`config.mk`:
```
export PLATFORM = sky130hd
export DESIGN_NAME = mem_responder
export DESIGN_NICKNAME = d
export VERILOG_FILES = /design/src/rtl/mem_pkg.sv /design/src/rtl/mem_array.sv /design/src/rtl/mem_responder.sv
export SDC_FILE = /design/constraint.sdc
export NUM_CORES = 2
export LEC_CHECK = 0
export CAP_MARGIN = 0
export CORE_ASPECT_RATIO = 1.1
export CORE_MARGIN = 5
export CORE_UTILIZATION = 29
export DETAILED_ROUTE_END_ITERATION = 6
export PLACE_DENSITY = 0.41
export RECOVER_POWER = 100
export SLEW_MARGIN = 20
export SYNTH_ARGS = -nofsm -noshare
export SYNTH_HDL_FRONTEND = slang
export SYNTH_SLANG_ARGS = --single-unit
export TNS_END_PERCENT = 1
```
`constraint.sdc`:
```
create_clock -name clk -period 6.16 [get_ports clk]
set_input_delay 0.616 -clock clk [delete_from_list [all_inputs] [get_ports clk]]
set_output_delay 0.616 -clock clk [all_outputs]
set_load 0.02 [all_outputs]
```
`src/rtl/mem_pkg.sv`:
```
// Shared types for the memory responder: FSM states, byte-lane numbering and
// the byte-write mask helper.
package mem_pkg;

  typedef enum logic [1:0] {
    IDLE = 2'd0,
    WAIT = 2'd1,
    DONE = 2'd2
  } state_t;

  // Big-endian lanes: addr[1:0]=0 addresses the most significant byte.
  localparam logic [1:0] LANE_B31_24 = 2'd0;
  localparam logic [1:0] LANE_B23_16 = 2'd1;
  localparam logic [1:0] LANE_B15_8  = 2'd2;
  localparam logic [1:0] LANE_B7_0   = 2'd3;

  // Byte-enable bit i covers data bits [8*i+7:8*i].
  function automatic logic [3:0] lane_mask(input logic [1:0] off);
    logic [3:0] m;
    m = 4'b0000;
    case (off)
      LANE_B31_24: m = 4'b1000;
      LANE_B23_16: m = 4'b0100;
      LANE_B15_8:  m = 4'b0010;
      LANE_B7_0:   m = 4'b0001;
      default:     m = 4'b0000;
    endcase
    return m;
  endfunction

endpackage

```
`src/rtl/mem_array.sv`:
```
// Single-port synchronous RAM with byte write enables and a registered read
// port; the read register clears on reset, the storage does not.
module mem_array #(
  parameter  int N     = 32,
  parameter  int DEPTH = 64,
  localparam int AW    = $clog2(DEPTH)
) (
  input  logic          clk,
  input  logic          rst_n,
  input  logic          i_rd,
  input  logic          i_clr,
  input  logic [3:0]    i_be,
  input  logic [AW-1:0] i_idx,
  input  logic [N-1:0]  i_wdata,
  output logic [N-1:0]  o_rdata
);

  logic [N-1:0] r_mem [DEPTH];
  logic [N-1:0] r_q;

  always_ff @(posedge clk) begin
    for (int b = 0; b < 4; b++) begin
      if (i_be[b]) r_mem[i_idx][b*8 +: 8] <= i_wdata[b*8 +: 8];
    end
  end

  // i_clr returns zero for a rejected read instead of the stored word.
  always_ff @(posedge clk or negedge rst_n) begin
    if (!rst_n)    r_q <= '0;
    else if (i_rd) r_q <= i_clr ? '0 : r_mem[i_idx];
  end

  assign o_rdata = r_q;

endmodule

```
`src/rtl/mem_responder.sv`:
```
// Wait-state memory responder: req/ready handshake with LATENCY edges from
// acceptance to ready. Define MEM_RANGE_CHECK_EN to flag addresses >= DEPTH*4.
module mem_responder
  import mem_pkg::*;
#(
  parameter int N       = 32,
  parameter int DEPTH   = 64,
  parameter int LATENCY = 2
) (
  input  logic         clk,
  input  logic         reset,
  input  logic         req,
  input  logic         we,
  input  logic         bsize,
  input  logic [N-1:0] addr,
  input  logic [N-1:0] wdata,
  output logic         ready,
  output logic [N-1:0] readdata,
  output logic         busy,
  output logic         err
);

  localparam int AW = $clog2(DEPTH);

  state_t         r_state;
  logic [3:0]     r_cnt;
  logic [AW+1:0]  r_addr;
  logic [N-1:0]   r_wdata;
  logic           r_we, r_bsize, r_bad;
  logic           r_ready, r_busy, r_err;

  logic           w_accept, w_fire, w_idle;
  logic [AW+1:0]  w_addr;
  logic [N-1:0]   w_wdata, w_wd;
  logic           w_we, w_bsize, w_bad, w_bad_in;
  logic [3:0]     w_be;
  logic           w_unused;

  assign w_idle   = (r_state == IDLE);
  assign w_accept = w_idle && req;
  // With LATENCY=1 the access completes on the acceptance edge itself, so
  // the live inputs feed the RAM rather than the (not yet loaded) latches.
  assign w_fire   = (w_accept && (LATENCY == 1)) ||
                    ((r_state == WAIT) && (r_cnt == 4'd1));

  assign w_addr  = w_idle ? addr[AW+1:0] : r_addr;
  assign w_wdata = w_idle ? wdata        : r_wdata;
  assign w_we    = w_idle ? we           : r_we;
  assign w_bsize = w_idle ? bsize        : r_bsize;
  assign w_bad   = w_idle ? w_bad_in     : r_bad;

`ifdef MEM_RANGE_CHECK_EN
  assign w_bad_in = (addr >> (AW + 2)) != '0;
`else
  assign w_bad_in = 1'b0;
`endif
  assign w_unused = &{1'b0, addr[N-1:AW+2]};

  assign w_be = (w_fire && w_we && !w_bad) ?
                (w_bsize ? lane_mask(w_addr[1:0]) : 4'hF) : 4'h0;
  assign w_wd = w_bsize ? {4{w_wdata[7:0]}} : w_wdata;

  mem_array #(.N(N), .DEPTH(DEPTH)) u_mem (
    .clk     (clk),
    .rst_n   (reset),
    .i_rd    (w_fire && !w_we),
    .i_clr   (w_bad),
    .i_be    (w_be),
    .i_idx   (w_addr[AW+1:2]),
    .i_wdata (w_wd),
    .o_rdata (readdata)
  );

  always_ff @(posedge clk or negedge reset) begin
    if (!reset) begin
      r_state <= IDLE;
      r_cnt   <= '0;
      r_addr  <= '0;
      r_wdata <= '0;
      r_we    <= 1'b0;
      r_bsize <= 1'b0;
      r_bad   <= 1'b0;
      r_ready <= 1'b0;
      r_busy  <= 1'b0;
      r_err   <= 1'b0;
    end else begin
      r_ready <= 1'b0;
      r_err   <= 1'b0;
      case (r_state)
        IDLE: if (req) begin
          r_addr  <= addr[AW+1:0];
          r_wdata <= wdata;
          r_we    <= we;
          r_bsize <= bsize;
          r_bad   <= w_bad_in;
          r_cnt   <= 4'(LATENCY - 1);
          r_busy  <= 1'b1;
          if (LATENCY == 1) begin
            r_state <= DONE;
            r_ready <= 1'b1;
            r_err   <= w_bad_in;
          end else begin
            r_state <= WAIT;
          end
        end
        WAIT: begin
          r_cnt <= r_cnt - 4'd1;
          if (r_cnt == 4'd1) begin
            r_state <= DONE;
            r_ready <= 1'b1;
            r_err   <= r_bad;
          end
        end
        DONE: begin
          r_busy  <= 1'b0;
          r_state <= IDLE;
        end
        default: r_state <= IDLE;
      endcase
    end
  end

  assign ready = r_ready;
  assign busy  = r_busy;
  assign err   = r_err;

endmodule

```
==> impl_metrics.env <==
export IMPL_rsz0062_at_grt="false"
export IMPL_static_leakage_power_nw=31.0
export IMPL_grt_pass1_vias=49291
export IMPL_cts_sinks=2130
export IMPL_grt_ovfl_total=0
export IMPL_slew_limit_headroom_pct=-112
export IMPL_async_reset_ff_share_pct=3.85
export IMPL_cts_buffers=223
export IMPL_dpl_hpwl_mm=182
export IMPL_fp_dieW_um=518
export IMPL_yosysUniqueCellTypes=81
export IMPL_yosys_top_cells_count="2048 x edfxtp_1, 435 x nand2_1, 433 x mux2i_1, 211 x nor3_1, 202 x o22ai_1"
export IMPL_hold_viol_final=0
export IMPL_initial_core_util_pct=29.1
export IMPL_syn_area_um2=82500
export IMPL_gp_congestion=0.791
export IMPL_netlist_top_cells_area="edfxtp_1 75%, mux2i_1 5.3%, dfrtp_1 2.5%"
export IMPL_dr_pass1_iters=7
export IMPL_io_buffer_count=78
export IMPL_ys_seq_area_share_pct=77.1
export IMPL_cts_tree="built"
export IMPL_cts_htree_levels=4
export IMPL_area_delta_synth_final_pct=17.4
export IMPL_setup_tns_ns=0
export IMPL_die_h_um=569
export IMPL_pre_cts_ws_ns=1.18
export IMPL_finalInstanceArea_um2=96900
export IMPL_synth_edf_count=2048
export IMPL_wl_met1_mm=130
export IMPL_fin_cells=9361
export IMPL_timing_final_crit_share_pct=86.4
export IMPL_postPlaceCellArea_um2=90600
export IMPL_grt_usage_pct=19.7
export IMPL_drc=0
export IMPL_ys_flop_type="edfxtp_1"
export IMPL_cp_required_ns=6.88
export IMPL_start_kind="flop"
export IMPL_drtIter0Drc=5037
export IMPL_setup_violations=0
export IMPL_final_core_util_pct=34.2
export IMPL_path_class="reg2reg"
export IMPL_drv_slew=836
export IMPL_nNetsFinal=5499
export IMPL_cp_max_fo=20
export IMPL_netlist_instances=5031
export IMPL_wl_mm=299
export IMPL_worst_clock_skew_ns=0.0442
export IMPL_peakVddDrop_v=0.000476
export IMPL_cts_reportedPaths_clkPinSlew_ns=0.06
export IMPL_min_period_ns=5.32
export IMPL_p_per_area_nw_per_um2=552
export IMPL_ys_ff_latch=2130
export IMPL_whs_ns=0.306
export IMPL_yosysTopAreaCell="edfxtp_1"
export IMPL_avgViaCountPerCell=5.27
export IMPL_maxUsedRoutingLayer="met5"
export IMPL_synth_top_area_share_pct=74.6
export IMPL_cts_root_buf="clkbuf_16"
export IMPL_maxCapViolCount=19
export IMPL_placed_cells=8928
export IMPL_fin_ws_ns=0.836
export IMPL_met2_length_mm=146
export IMPL_cts_buffer_depth=3
export IMPL_r2r_slack_ns=0.84
export IMPL_vias=49363
export IMPL_grt_pass1_wl_mm=411
export IMPL_row_count=205
export IMPL_detail_route_wl_per_cell_um=31.9
export IMPL_yosysMostFrequentCell="edfxtp_1"
export IMPL_design_power_total_mw=53.5
export IMPL_synth_warnings=0
export IMPL_violations="max-capacitance violations, max-slew violations"
export IMPL_drive_gt1_share_pct=12.9
export IMPL_dr_wl_met3_mm=14.9
export IMPL_synth_fp_nets=5102
export IMPL_hold_path_class="in2reg"
export IMPL_ant_nets=0
export IMPL_pin_count=104
export IMPL_antenna_found_initial=22
export IMPL_end_kind="flop"
export IMPL_fp_coreArea_um2=283000
export IMPL_status="complete, but fails checks"
export IMPL_grt_max_degree=66
export IMPL_clk_latency_ns=0.89
export IMPL_die_area_um2=295000
export IMPL_post_cts_setup_buffers=0
export IMPL_cp_arrival_ns=6.04
export IMPL_avgSynthCellArea_um2=16.4
export IMPL_worstMarginPinSlew_ns=3.18
export IMPL_fmaxAchievable_ghz=0.188
-- what timing repair did --
action | 4_1_cts | 5_1_grt
hold buffers | 1 | 0
setup endpoints to repair | 0 | 0
gates resized for setup | 0 | 0
hold endpoints to repair | 24 | 0
-- cell families (layout without fill, tap and decap cells) --
| logic type | after synthesis | after routing | synth area share (%) |
|---|---|---|---|
| buffers and inverters | 371 | 963 | 2.10 |
| adder cells (fa/ha/maj) | 2 | 2 | 0.0303 |
| multiplexers | 510 | 510 | 6.31 |
| AO/OA/AOI/OAI | 1104 | 1104 | 9.57 |
| AND/OR/NAND/NOR | 913 | 913 | 4.92 |
| flip-flops | 2130 | 2130 | 77.1 |
| other | 1 | 13 | 0.00455 |
-- routing by layer --
layer | vias up | track usage, %
met5 | - | 0
met4 | 2 | 5.84
met3 | 360 | 2.51
met2 | 1561 | 33.3
met1 | 26340 | 26.5
li1 | 21100 | -
-- worst paths after layout --
check | from | end | cells past startpoint
max | r_state[0] | u_mem.o_rdata[6] | 7
min | wdata[7] | r_wdata[7] | 3
max reg2reg | r_state[0] | u_mem.o_rdata[6] | 7
min reg2reg | r_wdata[25] | r_wdata[25] | 2
max in group asynchronous | reset | u_mem.o_rdata[29] | 3
min in group asynchronous | reset | u_mem.o_rdata[2] | 2
-- critical path, cell delays in order (launching register included) --
cell and delay [ns]:
dfrtp_1 0.73, or2_2 0.60, a31oi_1 0.52, nand2b_1 1.50
clkbuf_1 0.64, a31oi_1 0.12, a2111oi_1 0.85, a31oi_1 0.18
-- registers in the layout (all words and copies together), names as in the netlist --
signal	count
busy	1
r_addr	8
r_bsize	1
r_cnt	4
r_state	2
r_wdata	32
r_we	1
ready	1
u_mem.o_rdata	32
u_mem.r_mem	2048
-- where the power goes --
part           total (mW)  switching (mW)  internal (mW)
Sequential           20.6           0.363           20.3
Combinational        19.6            14.9           4.76
Clock                13.2            5.73           7.46
-- area by class of cell --
class / instances / area [um2]
Fill cell: 27118 / 187000
Sequential cell: 2130 / 63600
Multi-Input combinational cell: 2530 / 17800
Clock buffer: 297 / 6130
Tap cell: 3726 / 4660
Timing Repair Buffer: 531 / 3650
Clock inverter: 123 / 972
Inverter: 12 / 45.0
Antenna cell: 12 / 30.0
-- cells in the final DEF, fill, tap and decap left out, drive strengths merged, types with 16 or more instances in the layout --
cell type      synthesis  final
edfxtp              2048   2048
clkbuf               152    523
nand2                436    436
mux2i                434    434
buf                  207    227
nor3                 211    211
o22ai                206    206
a22oi                167    167
o21ai                142    142
nor2                 126    126
a21oi                120    120
a222oi               104    104
a31oi                104    104
clkinv                 0    102
dfrtp                 82     82
a22o                  80     80
mux2                  76     76
nand3                 55     55
clkdlybuf4s50          0     43
dlygate4sd3            0     35
a221oi                27     27
o21a                  26     26
nor4                  18     18
a221o                 16     16
inv                   12     16
(Power assumes the default switching activity.)
